$ cat config.mk
export PLATFORM = sky130hd
export DESIGN_NAME = comp_operand_loader
export DESIGN_NICKNAME = d
export VERILOG_FILES = /design/src/rtl/comp_pkg.sv /design/src/rtl/debounce.sv /design/src/rtl/comp_operand_loader.sv
export SDC_FILE = /design/constraint.sdc
export NUM_CORES = 1
export LEC_CHECK = 0
export CAP_MARGIN = 20
export CORE_MARGIN = 5
export CORE_UTILIZATION = 60
export DETAILED_ROUTE_END_ITERATION = 12
export DONT_BUFFER_PORTS = 1
export PLACE_DENSITY_LB_ADDON = 0.3
export SLEW_MARGIN = 25
export SYNTH_ARGS = -nofsm -noshare
export SYNTH_HDL_FRONTEND = slang
export SYNTH_SLANG_ARGS = --single-unit
$ cat constraint.sdc
create_clock -name CLOCK_50 -period 3.6 [get_ports CLOCK_50]
set_input_delay 0.18 -clock CLOCK_50 [delete_from_list [all_inputs] [get_ports CLOCK_50]]
set_output_delay 0.18 -clock CLOCK_50 [all_outputs]
set_load 0.03 [all_outputs]
$ cat src/rtl/comp_pkg.sv
// Shared definitions for the 4-bit magnitude comparator and its operand loader.
package comp_pkg;

  localparam int DEF_WIDTH = 4;

  // Loader FSM states; the encoding is also shown on the board LEDs.
  // Encoding 2'b11 is unused.
  typedef enum logic [1:0] {
    ST_WAIT_A = 2'b00,
    ST_WAIT_B = 2'b01,
    ST_READY  = 2'b10
  } state_e;

  // Comparator result codes.
  localparam logic [1:0] CMP_EQ = 2'b11;
  localparam logic [1:0] CMP_GT = 2'b10;
  localparam logic [1:0] CMP_LT = 2'b01;

  // Result code the comparator produces for a given operand pair.
  function automatic logic [1:0] cmp_result(input logic [DEF_WIDTH-1:0] a,
                                            input logic [DEF_WIDTH-1:0] b);
    if (a == b)     return CMP_EQ;
    else if (a > b) return CMP_GT;
    else            return CMP_LT;
  endfunction

endpackage

$ cat src/rtl/debounce.sv
// Push-button conditioning: 2-flop synchronizer, stability counter and
// rising-edge detect. `level` is the debounced button, `press` pulses for
// one clock when the debounced level goes high.
module debounce #(
  parameter int DB_CYCLES = 500000
) (
  input  logic CLOCK_50,
  input  logic reset,
  input  logic in_raw,
  output logic level,
  output logic press
);

  // Wide enough to hold DB_CYCLES-1 even when DB_CYCLES is 1.
  localparam int CW = $clog2(DB_CYCLES + 1);
  localparam logic [CW-1:0] CNT_MAX = CW'(DB_CYCLES - 1);

  logic          sync1_q, sync1_d;
  logic          sync_q,  sync_d;
  logic          level_q, level_d;
  logic          prev_q,  prev_d;
  logic [CW-1:0] cnt_q,   cnt_d;

  // Synchronize, then accept a new level only after DB_CYCLES consecutive
  // clocks of disagreement; any agreement restarts the count.
  always_comb begin
    sync1_d = in_raw;
    sync_d  = sync1_q;
    prev_d  = level_q;
    level_d = level_q;
    cnt_d   = '0;
    if (sync_q != level_q) begin
      if (cnt_q == CNT_MAX) begin
        level_d = sync_q;
      end else begin
        cnt_d = cnt_q + CW'(1);
      end
    end
  end

  // State registers; reset clears everything, including a count in progress.
  always_ff @(posedge CLOCK_50) begin
    if (reset) begin
      sync1_q <= 1'b0;
      sync_q  <= 1'b0;
      level_q <= 1'b0;
      prev_q  <= 1'b0;
      cnt_q   <= '0;
    end else begin
      sync1_q <= sync1_d;
      sync_q  <= sync_d;
      level_q <= level_d;
      prev_q  <= prev_d;
      cnt_q   <= cnt_d;
    end
  end

  assign level = level_q;
  assign press = level_q & ~prev_q;

endmodule

$ cat src/rtl/comp_operand_loader.sv
// Operand capture for the magnitude comparator: one switch bank, one button.
// Each debounced press loads the switches into A, then B; `valid` is high
// while a complete pair is held. A press from READY starts a new pair by
// reloading A while B keeps its old value.
module comp_operand_loader
  import comp_pkg::*;
#(
  parameter int WIDTH     = DEF_WIDTH,
  parameter int DB_CYCLES = 500000
) (
  input  logic             CLOCK_50,
  input  logic             reset,
  input  logic [WIDTH-1:0] SW,
  input  logic             load,
  output logic [WIDTH-1:0] A,
  output logic [WIDTH-1:0] B,
  output logic             valid,
  output logic [1:0]       state_led
);

  logic             load_level;
  logic             press;

  logic [WIDTH-1:0] sw_s1_q, sw_s1_d;
  logic [WIDTH-1:0] sw_s_q,  sw_s_d;
  state_e           state_q, state_d;
  logic [WIDTH-1:0] a_q, a_d;
  logic [WIDTH-1:0] b_q, b_d;
  logic             valid_q, valid_d;

  debounce #(
    .DB_CYCLES(DB_CYCLES)
  ) u_debounce (
    .CLOCK_50(CLOCK_50),
    .reset   (reset),
    .in_raw  (load),
    .level   (load_level),
    .press   (press)
  );

  // Capture FSM. `press` implies the debounced level is high; qualifying
  // with the level keeps captures tied to the button actually being down.
  always_comb begin
    sw_s1_d = SW;
    sw_s_d  = sw_s1_q;
    state_d = state_q;
    a_d     = a_q;
    b_d     = b_q;
    case (state_q)
      ST_WAIT_A: begin
        if (press && load_level) begin
          a_d     = sw_s_q;
          state_d = ST_WAIT_B;
        end
      end
      ST_WAIT_B: begin
        if (press && load_level) begin
          b_d     = sw_s_q;
          state_d = ST_READY;
        end
      end
      ST_READY: begin
        if (press && load_level) begin
          a_d     = sw_s_q;
          state_d = ST_WAIT_B;
        end
      end
      default: state_d = ST_WAIT_A;
    endcase
    valid_d = (state_d == ST_READY);
  end

  // Registers; reset takes priority over a press in the same cycle.
  always_ff @(posedge CLOCK_50) begin
    if (reset) begin
      sw_s1_q <= '0;
      sw_s_q  <= '0;
      state_q <= ST_WAIT_A;
      a_q     <= '0;
      b_q     <= '0;
      valid_q <= 1'b0;
    end else begin
      sw_s1_q <= sw_s1_d;
      sw_s_q  <= sw_s_d;
      state_q <= state_d;
      a_q     <= a_d;
      b_q     <= b_d;
      valid_q <= valid_d;
    end
  end

  assign A         = a_q;
  assign B         = b_q;
  assign valid     = valid_q;
  assign state_led = state_q;

endmodule

==> results of run 1 <==
power groups by stage:
stage | Sequential, mW | Clock, mW | Combinational, mW
after floorplan | 0.482 | 0 | 0.00927
after global placement | 0.483 | 0 | 0.00686
after detailed placement | 0.483 | 0 | 0.00707
after CTS | 0.473 | 0.373 | 0.0155
after global routing | 0.473 | 0.402 | 0.0173
final | 0.472 | 0.364 | 0.0155
worst max-delay path by stage:
stage / end / startpoint / depth (start not counted) / slack [ns]
2_1_floorplan: u_debounce.cnt_q[12] / u_debounce.cnt_q[0] / 6 / 1.94
3_3_place_gp: u_debounce.cnt_q[5] / u_debounce.cnt_q[0] / 5 / 1.80
3_5_place_dp: u_debounce.cnt_q[6] / u_debounce.cnt_q[0] / 5 / 1.68
4_1_cts: u_debounce.cnt_q[6] / u_debounce.cnt_q[0] / 5 / 1.69
5_1_grt: u_debounce.cnt_q[13] / u_debounce.cnt_q[0] / 5 / 1.58
6_report: u_debounce.cnt_q[2] / u_debounce.cnt_q[0] / 5 / 1.69
cell type report:
type                    count  area [sq um]
flip-flops and latches     42           841
fillers                   206           736
multi-input cells         117           727
clock inverters             3          68.8
repair buffers              6          60.1
clock buffers               5          37.5
well taps                  30          37.5
inverters                   4          15.0
stage by stage:
stage,worst slack [ns],utilization (%),std cells,area (sq um)
final,1.69,70.8,207,1790
after global routing,1.58,70.8,207,1790
after CTS,1.69,70.8,207,1790
after detailed placement,1.68,64.2,193,1620
after global placement,1.80,64.2,193,1620
after floorplan,1.94,-,167,1610
cells by family (layout without fill, tap and decap cells):
family	count (synthesis)	count (layout)	share of synthesized area (%)
AND/OR/NAND/NOR	79	79	26.8
flip-flops	42	42	52.4
AO/OA/AOI/OAI	17	17	6.47
XOR/XNOR	16	16	8.73
buffers and inverters	8	18	2.34
multiplexers	4	4	2.49
adder cells (fa/ha/maj)	1	1	0.779
cell usage in the layout, fill, tap and decap left out, types with 5 or more instances in the layout:
cell	instances
nand2_1	10
dlygate4sd3_1	6
xnor2_1	12
nand4_1	6
a21oi_1	8
dfxtp_1	42
nor2_1	27
o21ai_0	6
nor2b_1	14
clkbuf_4	5
worst min-delay path, cell delays in order:
cell	delay [ns]
nor2_1	0.04
o21ai_4	0.19
a21oi_1	0.06
registers in the layout, summed over array words and instances, names as in the netlist:
name                flops
u_debounce.cnt_q       19
A                       4
B                       4
sw_s1_q                 4
sw_s_q                  4
state_led               2
u_debounce.level        1
u_debounce.prev_q       1
u_debounce.sync1_q      1
u_debounce.sync_q       1
valid                   1
metal layers:
layer	vias to the layer above	global-route usage, %	wire length [um]
met1	524	18.4	1220
met4	0	7.27	52
met5	-	0	0
met2	21	29.3	1290
li1	582	-	-
met3	7	6.82	156
what timing repair did:
item                       4_1_cts  5_1_grt
hold endpoints to repair        23        0
buffers inserted                 0        0
setup endpoints to repair        0        0
hold buffers                     6        0
==> flow_metrics.py, run 1 <==
metrics = {
    "die": {
        "row_count": 18,
        "die_y_um": 61.7,
        "dieWidth_um": 61.7,
        "start_util_pct": 63.6,
        "io_pins": 18,
        "die_area_sq_um": 3810,
        "core-area_sq_um": 2520,
    },
    "routing": {
        "wire_per_inst_um": 13.1,
        "drc": 0,
        "viasPerCell": 5.48,
        "drt_iter0_drc": 61,
        "drtAntennaViolNets": 0,
        "wl_um": 2720,
        "drtPass1Iterations": 4,
        "vias": 1134,
    },
    "clock_tree": {
        "clk_latency_ns": 0.35,
        "numClockSinks": 42,
        "clk_pin_slew_worst_paths_ns": 0.12,
        "h-tree-depth": 2,
        "root_buffer": "clkbuf_4",
        "cts_buffers": 5,
        "clockBufferDepth": 2,
        "cts_resized": 0,
        "cts_tree": "yes",
    },
    "grt": {
        "grt_first_pass_wirelength_um": 4630,
        "gr-total-overflow": 0,
        "grt_max_degree": 24,
        "grt_usage_pct": 17.0,
        "antenna_found_initial": 0,
        "grt_pass1_vias": 1087,
    },
    "worst_setup_path": {
        "crit_family": "simple AND/OR/NAND/NOR gates",
        "end_kind": "flop",
        "critPathMaxFanout": 19,
        "arrival_ns": 2.13,
        "cp_num_buf_inv": 0,
        "crit_path_cell_trace": "ha_1 > nand3_1 > or3_4 > o21ai_4 > nor2_1",
        "crit_path_top_delay_cell": "o21ai_4",
        "startpoint_type": "flop",
        "critPathRequiredTime_ns": 3.83,
        "worstRegToRegCells": 5,
        "crit_type": "reg2reg",
        "r2r_end": "u_debounce.cnt_q[2]",
        "r2r_slack_ns": 1.69,
        "cpPeakStageDelay_ns": 0.44,
        "reg2reg_from": "u_debounce.cnt_q[0]",
    },
    "pwr": {
        "pwr-share-comb_pct": 1.8,
        "seqPwrFrac_pct": 55.4,
        "p_switching_mw": 0.157,
        "p_int_mw": 0.695,
        "clockPowerShare_pct": 42.7,
        "switching_share_pct": 18.4,
        "leakage_nw": 0.573,
        "ir_drop_v": 0.000447,
        "pwr_density_cell_nw_per_um2": 477,
        "power_mw": 0.852,
    },
    "yosys": {
        "avgSynthCellArea_sq_um": 9.61,
        "synth_seq_area_share_pct": 52.4,
        "ys_dominant_reg_cell": "dfxtp_1",
        "syn_area_sq_um": 1610,
        "ys_types": 29,
        "ys_top_cells_by_count": "42 x dfxtp_1, 27 x nor2_1, 14 x nor2b_1",
        "synth-edff-count": 0,
        "ys_ff_latch": 42,
        "yosys_warnings": 0,
        "async_reset_ff_share_pct": 0,
        "synth.most_common_cell": "dfxtp_1",
        "synthCells": 167,
        "ys_top_cells_by_area": "dfxtp_1 52%, xnor2_1 6.5%, nor2_1 6.3%, nor2b_1 5.5%, a21oi_1 2.5%",
        "syn-num-nets": 175,
        "synth_top_area_share_pct": 52.4,
        "yosysTopAreaCell": "dfxtp_1",
    },
    "placement": {
        "io_buffer_count": 0,
        "finalWeightedCongestion": 0.799,
        "hpwl_um": 1930,
    },
    "sta": {
        "maxSlewHeadroom_pct": 48.1,
        "period_minus_slack_ns": 1.91,
        "worstMarginPinSlew_ns": 0.776,
        "finalHoldViolations": 0,
        "finalCritPeriodShare_pct": 52.9,
        "whs_ns": 0.159,
        "timing.fmax_mhz": 525,
        "setup_tns_ns": 0,
        "setup_violations": 0,
        "rsz0062_at_grt": "false",
        "drv_slew": 0,
        "fin_skew_ns": 0.00956,
    },
    "hold_path": {
        "whs_path_depth": 3,
        "min_to": "u_debounce.cnt_q[17]",
        "hp-start": "reset",
        "hp-class": "in2reg",
    },
    "cells_and_area": {
        "drive_above_1_share_pct": 7.34,
        "area_delta_synth_final_pct": 11.3,
        "diodes": 0,
        "fin_nets": 184,
    },
    "run_status": {
        "status": "finished, final reports clean",
    },
    "job": {
        "maxCapViolCount": 0,
    },
}
Power figures use the tool's default switching activity.
==> run 2: changes to the inputs <==
- clock period: 3.6 -> 1.8 ns (I/O delays scaled with it)
==> flow_metrics.py, run 2 (synthesis results as in run 1) <==
metrics = {
    "worst_setup_path": {
        "critPathLaunch": "u_debounce.cnt_q[1]",
        "arrival_ns": 1.87,
        "end_kind": "flop",
        "r2r_end": "u_debounce.cnt_q[10]",
        "reg2reg_from": "u_debounce.cnt_q[1]",
        "crit_path_cell_trace": "ha_2 > nand3_2 > or3_4 > o21ai_4 > buf_12 > nor2_1",
        "cpPeakStageDelay_ns": 0.39,
        "critPathMaxFanout": 19,
        "crit_type": "reg2reg",
        "cp_num_buf_inv": 1,
        "critPathRequiredTime_ns": 2.04,
        "crit_family": "simple AND/OR/NAND/NOR gates",
        "startpoint_type": "flop",
        "r2r_slack_ns": 0.17,
        "worstRegToRegCells": 6,
        "crit_path_top_delay_cell": "dfxtp_1",
    },
    "sta": {
        "setup_violations": 0,
        "worstMarginPinSlew_ns": 0.783,
        "timing.fmax_mhz": 614,
        "rsz0062_at_grt": "false",
        "period_minus_slack_ns": 1.63,
        "fin_skew_ns": 0.0123,
        "drv_slew": 0,
        "finalHoldViolations": 0,
        "maxSlewHeadroom_pct": 47.6,
        "finalCritPeriodShare_pct": 90.5,
        "setup_tns_ns": 0,
    },
    "clock_tree": {
        "clk_pin_slew_worst_paths_ns": 0.11,
        "numClockSinks": 42,
        "clockBufferDepth": 2,
        "cts_buffers": 5,
        "root_buffer": "clkbuf_4",
        "clk_latency_ns": 0.35,
        "cts_setup_buffers": 0,
        "h-tree-depth": 2,
        "cts_tree": "yes",
    },
    "placement": {
        "io_buffer_count": 0,
        "hpwl_um": 2010,
        "finalWeightedCongestion": 0.783,
        "placed_area_sq_um": 1660,
    },
    "die": {
        "io_pins": 18,
        "row_count": 18,
        "die_y_um": 61.7,
        "start_util_pct": 63.6,
        "dieWidth_um": 61.7,
        "die_area_sq_um": 3810,
        "core-area_sq_um": 2520,
    },
    "routing": {
        "drtPass1Iterations": 4,
        "wl_met2_um": 1380,
        "viasPerCell": 5.46,
        "met3WireLength_um": 125,
        "drtAntennaViolNets": 0,
        "drc": 0,
        "vias": 1153,
        "drt_iter0_drc": 60,
        "highest_layer": "met4",
        "wire_per_inst_um": 13.5,
        "wl_um": 2840,
        "wl_met1_um": 1270,
    },
    "grt": {
        "grt_usage_pct": 18.0,
        "grt_first_pass_wirelength_um": 4940,
        "antenna_found_initial": 0,
        "grt_pass1_vias": 1132,
        "gr-total-overflow": 0,
        "grt_max_degree": 24,
    },
    "cells_and_area": {
        "largest_reg_flops": 19,
        "area_delta_synth_final_pct": 11.2,
        "final_cell_mix": "42 x dfxtp_1, 27 x nor2_1, 14 x nor2b_1, 12 x xnor2_1, 10 x nand2_1",
        "fin_nets": 188,
        "design_area_sq_um": 1790,
        "drive_above_1_share_pct": 9.94,
        "top_register": "u_debounce.cnt_q",
        "final_common_cell": "dfxtp_1",
        "fillers": 198,
        "diodes": 0,
    },
    "job": {
        "maxCapViolCount": 0,
    },
    "pwr": {
        "ir_drop_v": 0.000649,
        "p_switching_mw": 0.316,
        "pwr-share-comb_pct": 2.4,
        "pwr_density_cell_nw_per_um2": 800,
        "p_int_mw": 1.11,
        "clockPowerShare_pct": 31.5,
        "leakage_nw": 0.574,
        "seqPwrFrac_pct": 66.1,
        "switching_share_pct": 22.1,
    },
    "run_status": {
        "status": "finished, final reports clean",
    },
    "hold_path": {
        "whs_path_depth": 4,
        "hp-start": "reset",
        "min_to": "u_debounce.cnt_q[1]",
        "hp-class": "in2reg",
    },
}
-- run 2: worst reg2reg max path, cell delays in order, from the launching register on --
cell and delay, ns:
dfxtp_1 0.39, ha_2 0.23, nand3_2 0.13, or3_4 0.39, o21ai_4 0.18, buf_12 0.16
nor2_1 0.05
-- run 2: metal layers --
| layer | global-route usage, % | vias up |
|---|---|---|
| li1 | - | 589 |
| met1 | 20.6 | 535 |
| met2 | 29.6 | 22 |
| met3 | 6.82 | 7 |
| met4 | 8.79 | 0 |
| met5 | 0 | - |
-- run 2: how the worst max path moves through the flow --
stage	endpoint	slack (ns)	cells after the start
final	u_debounce.cnt_q[10]	0.17	6
after global routing	u_debounce.cnt_q[18]	0.03	5
after CTS	u_debounce.cnt_q[10]	0.11	6
after detailed placement	u_debounce.cnt_q[7]	0.13	6
after global placement	u_debounce.cnt_q[3]	0.20	6
after floorplan	u_debounce.cnt_q[14]	0.14	6
-- run 2: cell type report --
class                   instances  area, sq um  share of cell area (%)
clock buffers                   6         41.3                    2.31
clock inverters                 2         13.8                   0.771
inverters                       4         15.0                   0.841
multi-input cells             117          734                    41.1
flip-flops and latches         42          841                    47.1
well taps                      30         37.5                    2.10
repair buffers                 10          103                    5.75
-- run 2: per-stage QoR --
step           std cells  setup slack, ns  hold slack (ns)  utilization (%)  power, mW
4_1_cts              211            0.107           0.0605             70.5       1.44
5_1_grt              211           0.0251           0.0458             70.8       1.51
2_1_floorplan        167            0.143            0.162                -      0.983
3_3_place_gp         197            0.196            0.162             65.9      0.982
6_report             211            0.171           0.0729             70.8       1.43
3_5_place_dp         197            0.131            0.163             65.9      0.984
-- run 2: power by group through the flow --
stage	combinational, mW	clock, mW	sequential (mW)
CTS	0.0346	0.464	0.945
global route	0.0383	0.524	0.946
finish	0.0345	0.449	0.945
detailed placement	0.0179	0	0.966
global placement	0.0173	0	0.965
floorplan	0.0185	0	0.964
-- run 2: what timing repair did --
| item | 4_1_cts | 5_1_grt |
|---|---|---|
| hold buffers | 6 | 0 |
| endpoints found under the setup margin | 0 | 17 |
| gates resized for setup | 0 | 2 |
| hold endpoints to repair | 23 | 0 |
==> run 3: changes to the inputs <==
- CORE_MARGIN: 5 -> unset
- clock period: 1.8 -> 1.52 ns (I/O delays scaled with it)
==> flow_metrics.py, run 3 (synthesis results as in run 1) <==
metrics = {
    "run_status": {
        "status": "finished with violations",
        "violations": "negative setup slack",
    },
    "routing": {
        "drtAntennaViolNets": 0,
        "highest_layer": "met4",
        "drt_iter0_drc": 18,
        "wl_met2_um": 1280,
        "met3WireLength_um": 109,
        "wl_um": 2750,
        "wire_per_inst_um": 12.5,
        "viasPerCell": 5.40,
        "wl_met1_um": 1310,
        "drtPass1Iterations": 4,
        "vias": 1189,
        "drc": 0,
    },
    "cells_and_area": {
        "multiInputGateArea_sq_um": 752,
        "top_register": "u_debounce.cnt_q",
        "final_cell_mix": "38 x dfxtp_1, 27 x nor2_1, 14 x nor2b_1, 12 x xnor2_1, 12 x buf_4",
        "seqCellArea_sq_um": 848,
        "fin_nets": 197,
        "area_delta_synth_final_pct": 17.2,
        "fin_cells": 220,
        "final_common_cell": "dfxtp_1",
        "diodes": 0,
        "fillers": 195,
        "drive_above_1_share_pct": 16.8,
        "largest_reg_flops": 19,
        "design_area_sq_um": 1880,
    },
    "clock_tree": {
        "h-tree-depth": 2,
        "numClockSinks": 42,
        "clk_latency_ns": 0.36,
        "root_buffer": "clkbuf_4",
        "cts_tree": "yes",
        "cts_buffers": 5,
        "cts_setup_buffers": 0,
        "clk_pin_slew_worst_paths_ns": 0.13,
        "clockBufferDepth": 2,
    },
    "sta": {
        "period_minus_slack_ns": 1.52,
        "drv_slew": 0,
        "worstMarginPinSlew_ns": 0.744,
        "finalCritPeriodShare_pct": 100,
        "finalHoldViolations": 0,
        "setup_tns_ns": -0.00138,
        "setup_violations": 1,
        "maxSlewHeadroom_pct": 50.2,
        "rsz0062_at_grt": "true",
        "timing.fmax_mhz": 657,
        "fin_skew_ns": 0.0124,
        "fin_ws_ns": -0.00138,
    },
    "pwr": {
        "leakage_nw": 0.622,
        "clockPowerShare_pct": 32.1,
        "p_switching_mw": 0.392,
        "p_int_mw": 1.31,
        "power_mw": 1.71,
        "seqPwrFrac_pct": 65.5,
        "pwr_density_cell_nw_per_um2": 907,
        "ir_drop_v": 0.000945,
        "switching_share_pct": 23.0,
        "pwr-share-comb_pct": 2.4,
    },
    "grt": {
        "antenna_found_initial": 0,
        "grt_pass1_vias": 1118,
        "grt_usage_pct": 23.0,
        "gr-total-overflow": 0,
        "grt_max_degree": 24,
        "grt_first_pass_wirelength_um": 4600,
    },
    "die": {
        "core-area_sq_um": 2500,
        "io_pins": 18,
        "die_y_um": 53.7,
        "row_count": 18,
        "start_util_pct": 64.2,
        "die_area_sq_um": 2890,
        "dieWidth_um": 53.7,
    },
    "worst_setup_path": {
        "crit_path_cell_trace": "ha_4 > nand3_4 > or3_4 > o21ai_4 > buf_12 > nor2_1",
        "crit_path_top_delay_cell": "or3_4",
        "crit_family": "simple AND/OR/NAND/NOR gates",
        "critPathLaunch": "u_debounce.cnt_q[1]",
        "crit_type": "reg2reg",
        "end_kind": "flop",
        "critPathRequiredTime_ns": 1.77,
        "critPathMaxFanout": 19,
        "cp_num_buf_inv": 1,
        "arrival_ns": 1.78,
        "startpoint_type": "flop",
        "cpPeakStageDelay_ns": 0.40,
        "reg2reg_from": "u_debounce.cnt_q[1]",
    },
    "placement": {
        "dpl.cell_count": 206,
        "finalWeightedCongestion": 0.810,
        "io_buffer_count": 0,
        "place_ws_ns": -0.00446,
        "placed_area_sq_um": 1760,
        "hpwl_um": 2000,
    },
    "hold_path": {
        "hp-class": "in2reg",
        "hp-start": "reset",
    },
    "job": {
        "maxCapViolCount": 0,
    },
}
## run 3: cell types whose count changed in the layout (fill, tap and decap cells not counted)
cell	delta
ha_4	+1
dfxtp_2	+3
nand3_4	+1
buf_4	+9
dfxtp_1	-4
clkinvlp_4	+1
dfxtp_4	+1
nand3_2	-1
clkbuf_1	-1
ha_2	-1
## run 3: worst paths after layout
path                                to  slack [ns]  cells past startpoint
setup reg to reg  u_debounce.cnt_q[11]      -0.001                      6
hold / removal    u_debounce.cnt_q[15]        0.04                      4
setup / recovery  u_debounce.cnt_q[11]      -0.001                      6
hold reg to reg              sw_s_q[0]        0.45                      1
## run 3: metrics by stage
| step | utilization [%] | hold slack (ns) |
|---|---|---|
| finish | 75.3 | 0.0372 |
| global route | 75.3 | 0.0379 |
| CTS | 75.2 | 0.0272 |
| detailed placement | 70.3 | 0.151 |
| global placement | 70.3 | 0.148 |
| floorplan | - | 0.148 |
## run 3: cell type report
cell class / instances / share of cell area [%]
clock buffers: 5 / 1.99
repair buffers: 19 / 9.04
well taps: 30 / 1.99
multi-input cells: 117 / 40.0
inverters: 4 / 0.798
clock inverters: 3 / 1.13
flip-flops and latches: 42 / 45.1
## run 3: power groups by stage
| stage | clock network (mW) | logic (mW) | registers (mW) |
|---|---|---|---|
| after CTS | 0.568 | 0.0416 | 1.12 |
| after detailed placement | 0 | 0.0219 | 1.14 |
| final | 0.548 | 0.0415 | 1.12 |
| after global placement | 0 | 0.0210 | 1.14 |
| after global routing | 0.604 | 0.0449 | 1.12 |
| after floorplan | 0 | 0.0222 | 1.14 |
## run 3: metal layers
metal | track usage [%] | vias to the layer above
met1 | 26.1 | 556
met4 | 10.1 | 0
met2 | 37.7 | 16
li1 | - | 611
met3 | 9.32 | 6
met5 | 0 | -
## run 3: worst reg2reg max path: cells and delay by family (launching register included)
kind | cells | cell delay (ns)
buffers and inverters | 1 | 0.16
and+or+nand+nor | 3 | 0.56
adders and majority gates | 1 | 0.16
AOI/OAI and AO/OA | 1 | 0.15
DFF | 1 | 0.39
## run 3: repair_timing
item / in CTS / in global routing
gates resized for setup: 1 / 2
hold endpoints to repair: 23 / 0
endpoints found under the setup margin: 15 / 19
hold buffers: 6 / 0
gates cloned: 0 / 0
